==> config.mk <==
export PLATFORM = sky130hd
export DESIGN_NAME = sixbit_atan_seq
export DESIGN_NICKNAME = d
export VERILOG_FILES = /design/src/rtl/sixbit_atan_seq_pkg.sv /design/src/rtl/sixbit_div_seq.sv /design/src/rtl/sixbit_atan_seq.sv
export SDC_FILE = /design/constraint.sdc
export NUM_CORES = 1
export LEC_CHECK = 0
export CAP_MARGIN = 40
export CELL_PAD_IN_SITES_DETAIL_PLACEMENT = 1
export CELL_PAD_IN_SITES_GLOBAL_PLACEMENT = 1
export CORE_MARGIN = 4
export CORE_UTILIZATION = 50
export CTS_CLUSTER_SIZE = 10
export DETAILED_ROUTE_END_ITERATION = 7
export PLACE_DENSITY = 0.83
export SETUP_SLACK_MARGIN = 0.15
export SLEW_MARGIN = 20
export SYNTH_ARGS = -nofsm -noshare
export SYNTH_HDL_FRONTEND = slang
export SYNTH_SLANG_ARGS = --single-unit
==> constraint.sdc <==
create_clock -name clk -period 8.7 [get_ports clk]
set_input_delay 1.74 -clock clk [delete_from_list [all_inputs] [get_ports clk]]
set_output_delay 1.74 -clock clk [all_outputs]
set_load 0.005 [all_outputs]
==> src/rtl/sixbit_atan_seq_pkg.sv <==
// Shared constants and state encoding for the sequential 6-bit arctangent unit.
package sixbit_atan_seq_pkg;

    localparam int unsigned WIDTH_DEF   = 6;
    localparam int unsigned TERMS_DEF   = 2;
    localparam int unsigned LATENCY_DEF = 2 + TERMS_DEF * (WIDTH_DEF + 3);

    typedef enum logic [2:0] {
        ST_IDLE,
        ST_LOAD,
        ST_MUL,
        ST_DIV,
        ST_ACC,
        ST_DONE
    } state_t;

endpackage

==> src/rtl/sixbit_div_seq.sv <==
// Restoring unsigned divider: loads on start, WIDTH iterations, one-cycle done pulse.
module sixbit_div_seq
    import sixbit_atan_seq_pkg::*;
#(
    parameter int unsigned WIDTH = WIDTH_DEF
) (
    input  logic             clk,
    input  logic             rst_n,
    input  logic             start,
    input  logic [WIDTH-1:0] dividend,
    input  logic [WIDTH-1:0] divisor,
    output logic [WIDTH-1:0] quotient,
    output logic             done,
    output logic             div_by_zero
);

    localparam int unsigned CW = $clog2(WIDTH + 1);

    logic [WIDTH-1:0] rem;
    logic [WIDTH-1:0] quo;
    logic [WIDTH-1:0] dvs;
    logic [CW-1:0]    cnt;
    logic             active;

    logic [WIDTH:0]   shifted;
    logic             take;
    logic [WIDTH-1:0] rem_nxt;

    // One restoring step: shift in the next dividend bit and trial-subtract.
    always_comb begin
        shifted = {rem, quo[WIDTH-1]};
        take    = (shifted >= {1'b0, dvs});
        rem_nxt = take ? WIDTH'(shifted - {1'b0, dvs}) : shifted[WIDTH-1:0];
    end

    always_ff @(posedge clk or negedge rst_n) begin
        if (!rst_n) begin
            rem         <= '0;
            quo         <= '0;
            dvs         <= '0;
            cnt         <= '0;
            active      <= 1'b0;
            done        <= 1'b0;
            div_by_zero <= 1'b0;
        end else begin
            done <= 1'b0;
            if (start) begin
                rem         <= '0;
                quo         <= dividend;
                dvs         <= divisor;
                cnt         <= CW'(WIDTH);
                active      <= 1'b1;
                div_by_zero <= (divisor == '0);
            end else if (active) begin
                rem <= rem_nxt;
                quo <= {quo[WIDTH-2:0], take};
                cnt <= cnt - CW'(1);
                if (cnt == CW'(1)) begin
                    active <= 1'b0;
                    done   <= 1'b1;
                end
            end
        end
    end

    assign quotient = quo;

endmodule

==> src/rtl/sixbit_atan_seq.sv <==
// Sequential atan(x) ~ x - x^3/3 + x^5/5 with fixed latency behind start/busy/done.
// Define SIXBIT_ATAN_SAT_EN to saturate out-of-range results instead of wrapping.
module sixbit_atan_seq
    import sixbit_atan_seq_pkg::*;
#(
    parameter int unsigned WIDTH = WIDTH_DEF,
    parameter int unsigned TERMS = TERMS_DEF
) (
    input  logic             clk,
    input  logic             rst_n,
    input  logic             start,
    input  logic [WIDTH-1:0] ain,
    output logic             busy,
    output logic             done,
    output logic [WIDTH-1:0] out,
    output logic             overflow
);

    localparam int unsigned AW = WIDTH + 3;
    localparam int unsigned PW = 2 * WIDTH;
    localparam int unsigned CW = $clog2(WIDTH + 1);
    localparam int unsigned KW = $clog2(TERMS + 1);

    state_t           state, state_n;
    logic [WIDTH-1:0] x, x_n;
    logic [WIDTH-1:0] p, p_n;
    logic [AW-1:0]    acc, acc_n;
    logic             pov, pov_n;
    logic             ovf, ovf_n;
    logic [KW-1:0]    k, k_n;
    logic [CW-1:0]    cnt, cnt_n;
    logic             busy_n, done_n, overflow_n;
    logic [WIDTH-1:0] out_n;

    logic [PW-1:0]    prod;
    logic [AW-1:0]    acc_t;
    logic             ovf_t;
    logic             div_start_c;
    logic [WIDTH-1:0] div_q;
    logic             div_done;
    logic             div_dz;

    sixbit_div_seq #(.WIDTH(WIDTH)) u_div (
        .clk        (clk),
        .rst_n      (rst_n),
        .start      (div_start_c),
        .dividend   (prod[WIDTH-1:0]),
        .divisor    (WIDTH'({k, 1'b1})),
        .quotient   (div_q),
        .done       (div_done),
        .div_by_zero(div_dz)
    );

    always_ff @(posedge clk or negedge rst_n) begin
        if (!rst_n) begin
            state    <= ST_IDLE;
            x        <= '0;
            p        <= '0;
            acc      <= '0;
            pov      <= 1'b0;
            ovf      <= 1'b0;
            k        <= '0;
            cnt      <= '0;
            busy     <= 1'b0;
            done     <= 1'b0;
            out      <= '0;
            overflow <= 1'b0;
        end else begin
            state    <= state_n;
            x        <= x_n;
            p        <= p_n;
            acc      <= acc_n;
            pov      <= pov_n;
            ovf      <= ovf_n;
            k        <= k_n;
            cnt      <= cnt_n;
            busy     <= busy_n;
            done     <= done_n;
            out      <= out_n;
            overflow <= overflow_n;
        end
    end

    always_comb begin
        state_n     = state;
        x_n         = x;
        p_n         = p;
        acc_n       = acc;
        pov_n       = pov;
        ovf_n       = ovf;
        k_n         = k;
        cnt_n       = cnt;
        busy_n      = busy;
        done_n      = 1'b0;
        out_n       = out;
        overflow_n  = overflow;
        div_start_c = 1'b0;
        prod        = PW'(p) * PW'(x);
        // An unfinished or divide-by-zero quotient is treated like a dropped term.
        ovf_t       = ovf | pov | ~div_done | div_dz;
        if (pov || !div_done || div_dz)
            acc_t = acc;
        else if (k[0])
            acc_t = acc - AW'(div_q);
        else
            acc_t = acc + AW'(div_q);

        unique case (state)
            ST_IDLE: begin
                if (start) begin
                    x_n     = ain;
                    p_n     = ain;
                    acc_n   = AW'(ain);
                    pov_n   = 1'b0;
                    ovf_n   = 1'b0;
                    k_n     = KW'(1);
                    busy_n  = 1'b1;
                    state_n = ST_LOAD;
                end
            end
            ST_LOAD: begin
                cnt_n   = '0;
                state_n = ST_MUL;
            end
            ST_MUL: begin
                p_n = prod[WIDTH-1:0];
                if (|prod[PW-1:WIDTH])
                    pov_n = 1'b1;
                if (cnt == CW'(1)) begin
                    div_start_c = 1'b1;
                    cnt_n       = '0;
                    state_n     = ST_DIV;
                end else begin
                    cnt_n = cnt + CW'(1);
                end
            end
            ST_DIV: begin
                if (cnt == CW'(WIDTH - 1))
                    state_n = ST_ACC;
                else
                    cnt_n = cnt + CW'(1);
            end
            ST_ACC: begin
                acc_n = acc_t;
                ovf_n = ovf_t;
                if (k < KW'(TERMS)) begin
                    k_n     = k + KW'(1);
                    cnt_n   = '0;
                    state_n = ST_MUL;
                end else begin
                    overflow_n = ovf_t | acc_t[AW-1] | (|acc_t[AW-2:WIDTH]);
`ifdef SIXBIT_ATAN_SAT_EN
                    if (acc_t[AW-1])
                        out_n = '0;
                    else if (|acc_t[AW-2:WIDTH])
                        out_n = '1;
                    else
                        out_n = acc_t[WIDTH-1:0];
`else
                    out_n = acc_t[WIDTH-1:0];
`endif
                    done_n  = 1'b1;
                    busy_n  = 1'b0;
                    state_n = ST_DONE;
                end
            end
            ST_DONE: begin
                state_n = ST_IDLE;
            end
            default: begin
                state_n = ST_IDLE;
                busy_n  = 1'b0;
            end
        endcase
    end

endmodule

==> metrics.md <==
| Metric | Value |
|---|---|
| Outcome | complete, no violations |
| Period utilization | 0.462 |
| DR WL/cell | around 18 um |
| Nature of the critical path endpoint | register |
| WP data arrival | approximately 4.3 ns |
| Cells after Synth | ~470 |
| Highest clock rate | approximately 250 MHz |
| Nets | approximately 550 |
| PwrDens | just under 400 mW/mm^2 |
| Worst reg2reg startpoint | p[1] |
| Hold Path Origin | u_div.cnt[2] |
| Routed Antenna Nets | 0 |
| Via count | around 3500 |
| Power consumption | between 1.5 and 2 mW |
| Area delta synth->final | 12.2% |
| # setup viols final | 0 |
| Final hold vios | 0 |
| Main flop type after synthesis | dfrtp_1 |
| Share of layout cells above drive strength 1 | 0.0650 |
| Starting Density | 0.521 |
| Most frequent cell after synthesis | nand2_1 |
| GRT Util Overall | 0.240 |
| Actual slew at the worst max-slew pin | between 0.7 and 0.8 ns |
| Max Cap Viol | 0 |
| Area share of the largest cell type after synthesis | 0.347 |
| Post-synth EDFFs | 0 |
| Clock transition at path regs | around 0.080 ns |
| Fin area | ~0.0048 sq mm |
| Routed WL | roughly 11000 um |
| Peak supply drop | between 150 and 200 uV |
| Compound-Gate Fraction of Synth Area | 0.161 |
| Yosys warnings | 0 |
| Synth Area in Simple Gates | 0.179 |
| Worst path max stage delay | about 0.54 ns |
| Num CTS Buffers | 9 |
| Tightest slew margin relative to the limit | 0.514 |
| CP startpoint kind | register |
| Input/output buffers | 17 |
| Slew Limit Fails | 0 |
| Mux cell area share after synthesis | 0.0304 |
| FF/Latch Area | 0.00150 sq mm |
| Hold path cells | 1 |
| DP Wirelength | between 7000 and 8000 um |
| Initial DRT Pass Iterations | 4 |
| Yosys top cell by area | dfrtp_1 |
| Mapped Nets | approximately 530 |
| DIE HEIGHT | approximately 100 um |
| Via/cell ratio | 5.86 |
| Netlist cell types | a little under 60 |
| Largest cells by area after synthesis | dfrtp_1 35%, ha_1 10%, fa_1 8.8% |
| Worst-path maximum fanout | 7 |
| Core box area | just over 0.008 sq mm |
| FILL cells | 937 |
| CTS tree | done |
| Clock tree buffer depth | 2 |
| Area after DPL | 0.00458 sq mm |
| Crit-path most repeated cell | fa_1 |
| Postcts setup bufs | 0 |
| Worst Path Required | roughly 8.9 ns |
| CTS sink count | 60 |
| Synth Area in XOR/XNOR | 0.0365 |
| Leakage | approximately 2.3 nW |
| H-tree depth | 3 |
| Final TNS setup | 0 ns |
| Hold-fix buffers, CTS | 0 |
| CTS resizes | 0 |
| Worst hold path class | reg2reg |
| Worst skew pair latency | 0.35 ns |
| Post-Synth Adder-Cell Area | 0.192 |
| Syn Area/Cell | 9.23 sq um |
| First-pass GRT wire length | roughly 19000 um |
| Area occupied by multi-input gates | 0.00259 sq mm |
| WS Path Type | reg2reg |
| Die X-Extent | approximately 100 um |
| Highest-delay cell along the critical path | fa_1 |
| Crit path cell chain | nand2_1 -> fa_1 -> fa_1 -> fa_1 -> inv_1 -> ha_1 -> nor2b_1 -> o31a_1 -> o21a_1 -> o311ai_0 -> nand4_1 -> a41o_1 |
| Total gr overflow | 0 |
| FFs w/ async S/R, synth | 1.00 |
| DR iter-0 viols | 140 |
| Synth cell count leaders | 72 x nand2_1, 60 x dfrtp_1, 46 x inv_1 |
| Detailed-route DRC error count | 0 |
| Worst Setup SP | p[1] |
| Skew final | about 0.014 ns |
| Final RePlAce weighted congestion | roughly 0.84 |
| Clk root buf | clkbuf_8 |
| Number of global-route vias before repair | about 4000 |
| Pre-CTS worst setup slack | between 4 and 5 ns |
| Row count | 33 |
| Final WS setup | roughly 4.7 ns |
| FF+latch count, synth | 60 |
| Worst r2r path cells | 12 |
| RSZ-0062 raised after global routing | no |
| Post-layout min period | around 4.0 ns |
| Final Core Density | 0.584 |
| Die area | 0.0102 sq mm |
| Main combinational cell family by area after synthesis | adder cells |
| Antenna Cells | 0 |
| Initial antenna violation count | 0 |
| Register area share after synthesis | 0.347 |
| Ports | 18 |
| Mapped cell area | ~0.0043 sq mm |
| Largest net degree at the start of global routing | 61 |
-- cells in the final DEF (no fill, tap or decap), drive strengths merged, types with 3 or more instances in the layout --
| cell | n |
|---|---|
| a21o | 5 |
| a21oi | 20 |
| ha | 36 |
| xnor2 | 13 |
| clkbuf | 10 |
| o22ai | 3 |
| o21ai | 36 |
| nand2 | 72 |
| a211oi | 7 |
| a221o | 5 |
| nand3 | 7 |
| buf | 5 |
| dfrtp | 60 |
| nor3 | 5 |
| clkdlybuf4s50 | 16 |
| nor2b | 5 |
| inv | 47 |
| o311ai | 5 |
| xor2 | 5 |
| nor2 | 26 |
| o21a | 3 |
| a22o | 3 |
| fa | 19 |
| nand2b | 4 |
| mux2i | 12 |
| and2 | 23 |
-- power by group --
group	total (mW)	leakage [nW]	internal (mW)	switching [mW]
registers	0.567	0.733	0.403	0.163
clock network	0.290	0.113	0.169	0.121
logic	1.07	1.50	0.478	0.593
-- per-layer routing --
metal | wire length, um | track usage | vias to the layer above
met1 | 4790 | 0.301 | 1759
met5 | 0 | 0 | -
met4 | 269 | 0.0787 | 0
met3 | 358 | 0.0512 | 27
met2 | 5550 | 0.413 | 73
li1 | - | - | 1638
-- cell type report --
type | count | share of cell area
clock buffer | 10 | 0.0284
clock inverter | 6 | 0.0178
inverter | 46 | 0.0356
multi-input combinational | 349 | 0.535
sequential | 60 | 0.310
tap | 105 | 0.0271
timing repair buffer | 21 | 0.0459
-- stage by stage --
stage          instances  hold WS, ns
2_1_floorplan        468        0.438
3_3_place_gp         579        0.458
3_5_place_dp         579        0.468
4_1_cts              595        0.478
5_1_grt              597        0.495
6_report             597        0.481
-- final timing paths --
check | to | slack (ns)
worst min-delay path | u_div.done | 0.48
worst max-delay path | pov | 4.68
min in group asynchronous | pov | 1.26
worst min register to register | u_div.done | 0.48
max in group asynchronous | p[2] | 6.96
worst max register to register | pov | 4.68
-- critical path, delay by kind of cell (launching register included) --
family                   cells  cell delay (ns)
AO/OA/AOI/OAI                4             1.05
AND/OR/NAND/NOR              3             0.43
buffers and inverters        1             0.05
adder cells (fa/ha/maj)      4             1.90
flip-flops                   1             0.48
-- flip-flops by register name (all words and copies together), names as in the netlist --
register        cells
acc                 9
overflow            1
k                   2
u_div.cnt           3
u_div.active        1
out                 6
u_div.dvs           3
u_div.done          1
u_div.rem           6
ovf                 1
x                   6
u_div.quotient      6
cnt                 3
busy                1
pov                 1
p                   6
done                1
state               3
-- logic make-up after synthesis --
group                      after synthesis
and+or+nand+nor                        158
muxes                                   13
xor gates and xnor gates                18
AOI/OAI and AO/OA                      105
adders and majority gates               55
DFF                                     60
buffers and inverters                   59
(Power assumes the default switching activity.)
